`config.mk`:
```
export PLATFORM = sky130hd
export DESIGN_NAME = cpm_fifo_arb
export DESIGN_NICKNAME = d
export VERILOG_FILES = /design/src/rtl/cpm_fifo_arb.sv
export SDC_FILE = /design/constraint.sdc
export NUM_CORES = 1
export LEC_CHECK = 0
export CAP_MARGIN = 30
export CELL_PAD_IN_SITES_DETAIL_PLACEMENT = 1
export CELL_PAD_IN_SITES_GLOBAL_PLACEMENT = 1
export CORE_AREA = 4 4 184 186
export CTS_BUF_LIST = sky130_fd_sc_hd__clkbuf_4 sky130_fd_sc_hd__clkbuf_8
export DETAILED_ROUTE_END_ITERATION = 6
export DIE_AREA = 0 0 188 190
export DONT_BUFFER_PORTS = 1
export GPL_ROUTABILITY_DRIVEN = 0
export PLACE_DENSITY_LB_ADDON = 0.12
export SLEW_MARGIN = 20
export SYNTH_ARGS = -nofsm -noshare
export SYNTH_HDL_FRONTEND = slang
export SYNTH_SLANG_ARGS = --single-unit
```
`constraint.sdc`:
```
create_clock -name clk -period 2.13 [get_ports clk]
set_input_delay 0.426 -clock clk [delete_from_list [all_inputs] [get_ports clk]]
set_output_delay 0.426 -clock clk [all_outputs]
set_load 0.005 [all_outputs]
```
`src/rtl/cpm_fifo_arb.sv`:
```
// rtl/cpm_fifo_arb.sv - round-robin burst arbiter feeding a shared FIFO, with flush/clear sequencing
module cpm_fifo_arb #(
   parameter int NUM_REQ    = 4,
   parameter int DATA_WIDTH = 64,
   parameter int ID_WIDTH   = 2,
   parameter int BURST_MAX  = 4
) (
   input  logic                           clk,
   input  logic                           rst_n,
   input  logic [NUM_REQ-1:0]             req_vld,
   input  logic [NUM_REQ*DATA_WIDTH-1:0]  req_dat,
   output logic [NUM_REQ-1:0]             req_rdy,
   input  logic                           flush_req,
   output logic                           flush_done,
   output logic                           fifo_push,
   output logic [ID_WIDTH+DATA_WIDTH-1:0] fifo_din,
   output logic                           fifo_pop,
   input  logic [ID_WIDTH+DATA_WIDTH-1:0] fifo_dout,
   input  logic                           fifo_empty,
   input  logic                           fifo_full,
   output logic                           fifo_clr,
   output logic                           out_vld,
   input  logic                           out_rdy,
   output logic [DATA_WIDTH-1:0]          out_dat,
   output logic [ID_WIDTH-1:0]            out_id,
   output logic [ID_WIDTH-1:0]            gnt_id,
   output logic                           busy
);

   typedef enum logic [1:0] {IDLE, GRANT, FLUSH, CLEAR} state_t;

   state_t              state, state_nxt;
   logic [ID_WIDTH-1:0] rr_ptr, rr_ptr_nxt, gnt_id_nxt, arb_idx;
   logic [7:0]          beat_cnt, beat_cnt_nxt;
   logic [DATA_WIDTH-1:0] dat_arr [NUM_REQ];

   for (genvar g = 0; g < NUM_REQ; g++) begin : g_unpack
      assign dat_arr[g] = req_dat[g*DATA_WIDTH +: DATA_WIDTH];
   end

   // Walk from the highest offset down so the nearest requester after rr_ptr wins.
   always_comb begin
      logic [ID_WIDTH-1:0] idx;
      arb_idx = '0;
      for (int i = NUM_REQ - 1; i >= 0; i--) begin
         idx = ID_WIDTH'((int'(rr_ptr) + i) % NUM_REQ);
         if (req_vld[idx]) arb_idx = idx;
      end
   end

   always_ff @(posedge clk or negedge rst_n) begin
      if (!rst_n) begin
         state    <= IDLE;
         rr_ptr   <= '0;
         gnt_id   <= '0;
         beat_cnt <= '0;
      end else begin
         state    <= state_nxt;
         rr_ptr   <= rr_ptr_nxt;
         gnt_id   <= gnt_id_nxt;
         beat_cnt <= beat_cnt_nxt;
      end
   end

   always_comb begin
      state_nxt    = state;
      rr_ptr_nxt   = rr_ptr;
      gnt_id_nxt   = gnt_id;
      beat_cnt_nxt = beat_cnt;
      req_rdy      = '0;
      fifo_push    = 1'b0;
      fifo_clr     = 1'b0;
      flush_done   = 1'b0;
      case (state)
         IDLE: begin
            if (flush_req) begin
               state_nxt = FLUSH;
            end else if (|req_vld) begin
               state_nxt    = GRANT;
               gnt_id_nxt   = arb_idx;
               beat_cnt_nxt = '0;
            end
         end
         GRANT: begin
            // A full FIFO only stalls the burst; it never terminates it.
            req_rdy[gnt_id] = !fifo_full;
            fifo_push       = req_vld[gnt_id] & !fifo_full;
            if ((fifo_push && beat_cnt == 8'(BURST_MAX - 1)) || !req_vld[gnt_id]) begin
               state_nxt  = IDLE;
               rr_ptr_nxt = (gnt_id == ID_WIDTH'(NUM_REQ - 1)) ? '0 : gnt_id + 1'b1;
            end else if (fifo_push) begin
               beat_cnt_nxt = beat_cnt + 8'd1;
            end
         end
         FLUSH: begin
            if (fifo_empty && !fifo_push) state_nxt = CLEAR;
         end
         CLEAR: begin
            fifo_clr   = 1'b1;
            flush_done = 1'b1;
            state_nxt  = IDLE;
         end
         default: state_nxt = IDLE;
      endcase
   end

   assign fifo_din          = {gnt_id, dat_arr[gnt_id]};
   assign out_vld           = !fifo_empty;
   assign {out_id, out_dat} = fifo_dout;
   assign fifo_pop          = out_vld & out_rdy;
   assign busy              = (state != IDLE);

endmodule

```
==> results by group, run 1 <==
Setup path
  – Crit-path slowest cell: dfrtp_4
  – Crit-path cells: buf_12, mux4_2, and2_2
  – CP Launch Type: flop
  – Largest fanout on the critical path: 6
  – R2r startpoint: beat_cnt[1]
  – Slowest cell delay on critical path: approximately 0.54 ns
  – Critical Path RT: approximately 1.7 ns
  – CP top delay family: flip-flops
  – Crit end category: output pin
  – Crit Path Class: flop to output pin
  – Worst path bufs/invs: 1
  – R2R setup slack: 0.26 ns
  – R2r endpoint: rr_ptr[1]
  – FF-to-FF path depth: 5
  – Critical path data arrival time: about 1.6 ns

Yosys
  – Post-synthesis sequential area ratio: 12.0%
  – Largest family of logic cells by synthesized area: multiplexers
  – Cells after Synth: 239
  – Synthesized cell area: 2930 um^2
  – EDFF count, synth: 0
  – Synth cell count leaders: 70 x buf_4, 65 x mux4_2, 14 x dfrtp_1, 10 x nand2_1
  – Compound-Gate Fraction of Synth Area: 2.87%
  – Synth unique cells: 35
  – Synth area leaders: mux4_2 50%, buf_4 18%, dfrtp_1 12%
  – Top cell type's share of synthesized area: 50.0%
  – Mean post-synth cell area: 12.2 um^2
  – Post-synth ARST share: 100%
  – Yosys warnings: 0
  – Xor and xnor area share after synthesis: 0.898%
  – Area leader, netlist: mux4_2
  – Synth Register Bits: 14
  – Mux share of post-synthesis cell area: 53.1%
  – Main flop type after synthesis: dfrtp_1
  – Simple-gate area share of the yosys netlist: 8.00%
  – Post-Syn Nets: 576
  – Synth Area in Adders: 2.14%
  – Top-count cell post-synth: buf_4

Floorplanning
  – Initial Util: 9.06%
  – # IOs: 476
  – Site row count: 66
  – Core ar.: ~32000 um^2
  – Die Footprint: 35700 um^2
  – Die height: 190 um
  – Die Width: 188 um

Timing
  – Final worst slack: 0.0822 ns
  – Crit share post-route: 96.1%
  – Max-Slew Margin vs Limit: 47.0%
  – Final Hold Fails: 0
  – Max-slew violations: 0
  – Clock skew: 0.00803 ns
  – RSZ-0062 raised after global routing: no
  – Fin crit period: 2.05 ns
  – Worst-margin pin slew: approximately 0.79 ns
  – Final setup viols: 0
  – FMAX: 488 MHz

Cells and area
  – Layout fillers: 3741
  – Layout cells sized above 1: 54.1%
  – Area growth, synth to finish: 7.74%
  – Nets: ~500
  – Register Area: roughly 360 um^2
  – Multi-input gate area in the final layout: 1960 um^2
  – Area of all placed cells without fillers: 3150 um^2

Pwr
  – Leak: 0.000939 uW
  – Power Dens Cells: 1060 nW/um^2
  – Worst vdd ir: 0.000333 V

Placement
  – Cell Area, Placed: 2990 um^2
  – Pre-CTS WS: approximately 0.16 ns
  – DP HPWL: 12.8 mm
  – # port buffers: 0

Hold path
  – Hold_sp: flush_req
  – Hold Path Class: primary input to flop
  – Worst Hold End: state[1]
  – WHS Path Cells: 2

Drt
  – Antenna viol nets, final: 0
  – Aggregate routed wire length: 14.5 mm
  – Via count: 2049
  – Initial DRC count: 107
  – Routed WL per cell: ~24 um
  – Router iterations before antenna repair: 4
  – Via density per instance: 3.33
  – DRC viols: 0

GRT
  – Initial antenna violation count: 5
  – Gr usage total: under 10%
  – Largest net degree at the start of global routing: 71
  – Vias in the first global route: 2206
  – Gr ovfl total: 0
  – First-pass GRT wire length: 18.3 mm

Clocking
  – H-tree Lvls: 1
  – Maximum root-to-sink buffer count: 2
  – Clock latency on the worst-skew pair: between 0.2 and 0.3 ns
  – CTS tree: yes
  – Reg clk slew, reported paths: 0.08 ns
  – Clock Sinks: 14
  – Root Buffer: clkbuf_8
  – Clock buffer count from CTS: 3

Flow run
  – Max cap viols: 0

Outcome
  – Outcome: finished, final reports clean
## worst reg2reg max path, stage by stage (launching register included)
cell     delay [ns]
dfrtp_1        0.42
ha_1           0.23
nor4b_1        0.30
nand2_1        0.14
a211o_1        0.36
mux2_4         0.31
## cells by family (layout without fill, tap and decap cells)
| kind of cell | Yosys count | after routing |
|---|---|---|
| adder cells (fa/ha/maj) | 5 | 5 |
| multiplexers | 73 | 73 |
| buffers and inverters | 91 | 24 |
| flip-flops | 14 | 14 |
| AND/OR/NAND/NOR | 42 | 42 |
| AO/OA/AOI/OAI | 11 | 11 |
| XOR/XNOR | 3 | 3 |
| other | 0 | 2 |
## state kept, by name (all words and copies together) (netlist names)
name and cells:
state 2, beat_cnt 8, gnt_id 2, rr_ptr 2
## routing by layer
metal	vias up	routed length, um	GRT usage (%)
met2	202	6770	10.8
li1	749	-	-
met5	-	49	0
met3	28	1590	3.58
met4	8	284	1.04
met1	1062	5810	9.17
## worst max path at each step
stage,startpoint,endpoint,depth (start not counted)
2_1_floorplan,gnt_id[0],fifo_din[0],4
3_5_place_dp,gnt_id[0],fifo_din[39],2
6_report,gnt_id[0],fifo_push,3
4_1_cts,gnt_id[0],fifo_din[31],2
3_3_place_gp,gnt_id[0],fifo_din[24],2
5_1_grt,gnt_id[0],fifo_push,3
## area by class of cell
cell class | instances | area share, %
inverter | 6 | 0.715
multi-input combinational | 134 | 62.2
antenna | 2 | 0.159
clock buffer | 4 | 1.75
timing repair buffer | 14 | 6.23
tap | 442 | 17.5
sequential | 14 | 11.4
## stage by stage
stage	total power (uW)	std cells	utilization [%]	TNS (ns)	hold WS (ns)
floorplan	2490	239	-	0	0.130
global placement	2910	605	9.25	0	0.132
detailed placement	2940	605	9.25	0	0.132
CTS	3410	613	9.67	-0.139	0.290
global route	3590	614	9.75	0	0.318
finish	3330	616	9.76	0	0.296
## where the power goes
group	switching [uW]	internal, uW
combinational	1180	1390
clock	120	164
sequential	125	348
## layout by cell type, fill, tap and decap left out, types with 2 or more instances in the layout
cell      synthesis  final
and4_1            2      2
inv_1             4      4
ha_1              5      5
xor2_1            3      3
dfrtp_1          14     12
dfrtp_4           0      2
a21oi_1           3      3
inv_2             2      2
clkbuf_8          0      4
and2_1            6      5
buf_16            0      2
o21ai_1           2      2
diode_2           0      2
mux2_4            2      2
nor2_1            8      8
nand2_1          10     10
nand4_1           5      5
mux4_2           65     65
mux2i_1           6      6
buf_12            0      3
buf_4            70      6
nand3_1           2      2
## repair_timing
| item | CTS | global route |
|---|---|---|
| endpoints found under the hold margin | 14 | 0 |
| gates resized for setup | 2 | 4 |
| hold buffers | 1 | 0 |
| setup endpoints to repair | 54 | 30 |
| gates cloned | 1 | 0 |
| setup buffers | 2 | 1 |
Power figures use the tool's default switching activity.
==> run 2: changes to the inputs <==
Settings changed: PLACE_DENSITY_LB_ADDON 0.12 to 0.1.
==> run 2 against run 1 <==
Critical path depth fell by 1. First-iteration DRC count fell by 36%. Total power fell by 5.4%. Clock power fell by 10%. Wire length fell by 4.3%. Register-to-register slack improved by 0.10 ns. Setup slack got worse by 0.043 ns. Die area did not move. Non-clock buffer count fell by 5. Clock skew fell by 0.0027 ns. Critical path type unchanged. Largest power group unchanged.
==> results by group, run 2 (synthesis gave the netlist of run 1 again) <==
Setup path
  – Critical path data arrival time: 1.66 ns (+0.04 ns)
  – R2R setup slack: 0.36 ns (+0.10 ns)
  – Critical Path RT: 1.70 ns (about the same)
  – R2r endpoint: rr_ptr[1]
  – Crit end category: output pin
  – R2r startpoint: beat_cnt[1]
  – CP Launch Type: flop
  – Crit Path Class: flop to output pin
  – Largest fanout on the critical path: 38 (+32)
  – FF-to-FF path depth: 5 (unchanged)

Timing
  – Worst-case hold slack: 0.308 ns (+0.0119 ns)
  – Final Hold Fails: 0 (unchanged)
  – Fin crit period: 2.09 ns (+0.0431 ns)
  – Worst-margin pin slew: 0.738 ns (-0.0544 ns)
  – Final setup viols: 0 (unchanged)
  – FMAX: 478 MHz (-2.1%)
  – Crit share post-route: 98.2% (+2.0 points)
  – Final worst slack: 0.0391 ns (-0.0431 ns)
  – Max-Slew Margin vs Limit: 50.6% (+3.6 points)
  – Max-slew violations: 0 (unchanged)
  – Clock skew: 0.00530 ns (-0.00273 ns)
  – RSZ-0062 raised after global routing: yes

Clocking
  – Maximum root-to-sink buffer count: 2 (unchanged)
  – Clock Sinks: 14 (unchanged)
  – Clock buffer count from CTS: 3 (unchanged)
  – CTS tree: yes
  – Reg clk slew, reported paths: 0.06 ns (-0.02 ns)
  – H-tree Lvls: 1 (unchanged)
  – Root Buffer: clkbuf_8
  – Clock latency on the worst-skew pair: 0.25 ns (about the same)

Drt
  – Aggregate routed wire length: 13.9 mm (-4.3%)
  – Routed WL per cell: 22.8 um (-3.2%)
  – Antenna viol nets, final: 0 (unchanged)
  – DRC viols: 0 (unchanged)
  – Via count: 1986 (-3.1%)
  – Via density per instance: 3.26 (-2.0%)
  – Initial DRC count: 69 (-36%)
  – Router iterations before antenna repair: 4 (unchanged)

Hold path
  – Hold Path Class: primary input to flop
  – WHS Path Cells: 2 (unchanged)
  – Worst Hold End: state[1]
  – Hold_sp: flush_req

GRT
  – First-pass GRT wire length: 18.0 mm (-1.2%)
  – Vias in the first global route: 2187 (-0.86%)
  – Gr usage total: 6.79% (-0.27 points)
  – Gr ovfl total: 0 (unchanged)
  – Largest net degree at the start of global routing: 71 (unchanged)
  – Initial antenna violation count: 2 (-3)

Cells and area
  – Layout fillers: 3755 (+0.37%)
  – Layout cells sized above 1: 52.1% (-2.0 points)
  – Area of all placed cells without fillers: 3060 um^2 (-3.0%)
  – Most frequent cells in the layout: 65 x mux4_2, 12 x dfrtp_1, 10 x nand2_1
  – N_diodes: 0 (-2)
  – Largest register FFs: 8 (unchanged)
  – Largest reg by FF count: beat_cnt
  – Most common cell after layout, fill and taps aside: mux4_2
  – Nets: 505 (-0.98%)
  – Area growth, synth to finish: 4.53%

Floorplanning
  – # IOs: 476 (unchanged)
  – Die Width: 188 um (unchanged)
  – Die Footprint: 35700 um^2 (unchanged)
  – Initial Util: 9.06% (unchanged)
  – Site row count: 66 (unchanged)
  – Core ar.: 32300 um^2 (unchanged)
  – Die height: 190 um (unchanged)

Pwr
  – Worst vdd ir: 0.000381 V (+15%)
  – Leak: 0.000896 uW (-4.6%)
  – Power Dens Cells: 1030 nW/um^2 (-2.5%)
  – Total power: 3150 uW (-5.4%)

Placement
  – Pre-CTS WS: 0.286 ns (+0.124 ns)
  – DP HPWL: 12.2 mm (-4.4%)
  – # port buffers: 0 (unchanged)
  – Cell Area, Placed: 2990 um^2 (+0.17%)

Outcome
  – Outcome: finished, final reports clean

Flow run
  – Max cap viols: 0 (unchanged)
## run 2: cell types whose count changed in the layout (fill, tap and decap cells not counted), sizes merged
cell   before  now
diode       2    0
buf        13    8
## run 2: worst max path at each step
stage,startpoint,end
after global routing,gnt_id[0],fifo_din[30]
after floorplan,gnt_id[0],fifo_din[0]
after CTS,gnt_id[0],fifo_din[24]
after global placement,gnt_id[0],fifo_din[24]
final,gnt_id[0],fifo_din[30]
after detailed placement,gnt_id[0],fifo_din[24]
## run 2: worst max-delay path: stages, from the launching register on
cell and delay [ns]:
dfrtp_4 0.47, buf_16 0.27, mux4_2 0.63
## run 2: area by class of cell
type | instances | area [um^2] | share of cell area [%]
multi-input combinational | 134 | 1960 | 64.1
tap | 442 | 553 | 18.1
sequential | 14 | 358 | 11.7
timing repair buffer | 9 | 115 | 3.76
clock buffer | 4 | 48.8 | 1.60
inverter | 6 | 22.5 | 0.736
## run 2: where the power goes
| group | switching [uW] | internal (uW) |
|---|---|---|
| Clock | 110 | 145 |
| Sequential | 123 | 348 |
| Combinational | 1160 | 1260 |
| Total | 1390 | 1760 |
## run 2: stage by stage
| step | utilization (%) | TNS [ns] | cells |
|---|---|---|---|
| after floorplan | - | 0 | 239 |
| after global placement | 9.27 | 0 | 604 |
| after detailed placement | 9.27 | 0 | 604 |
| after CTS | 9.45 | 0 | 609 |
| after global routing | 9.47 | -0.0378 | 609 |
| final | 9.47 | 0 | 609 |
## run 2: repair_timing
item,in CTS,in global routing
endpoints found under the hold margin,14,0
hold buffers,1,0
setup endpoints to repair,0,4
gates resized for setup,0,1
setup buffers,0,0
## run 2: layer usage
layer / GRT usage (%) / vias to the layer above / routed length (um)
met5: 0 / - / 21
met4: 1.50 / 4 / 210
met3: 2.61 / 30 / 1300
met2: 10.1 / 180 / 6560
met1: 9.33 / 1036 / 5790
li1: - / 736 / -
==> run 3: changes to the inputs <==
Settings changed: CTS_CLUSTER_DIAMETER set to 120.
==> results of run 3 <==
Final layout, timing and power as in run 2 (identical DEF).
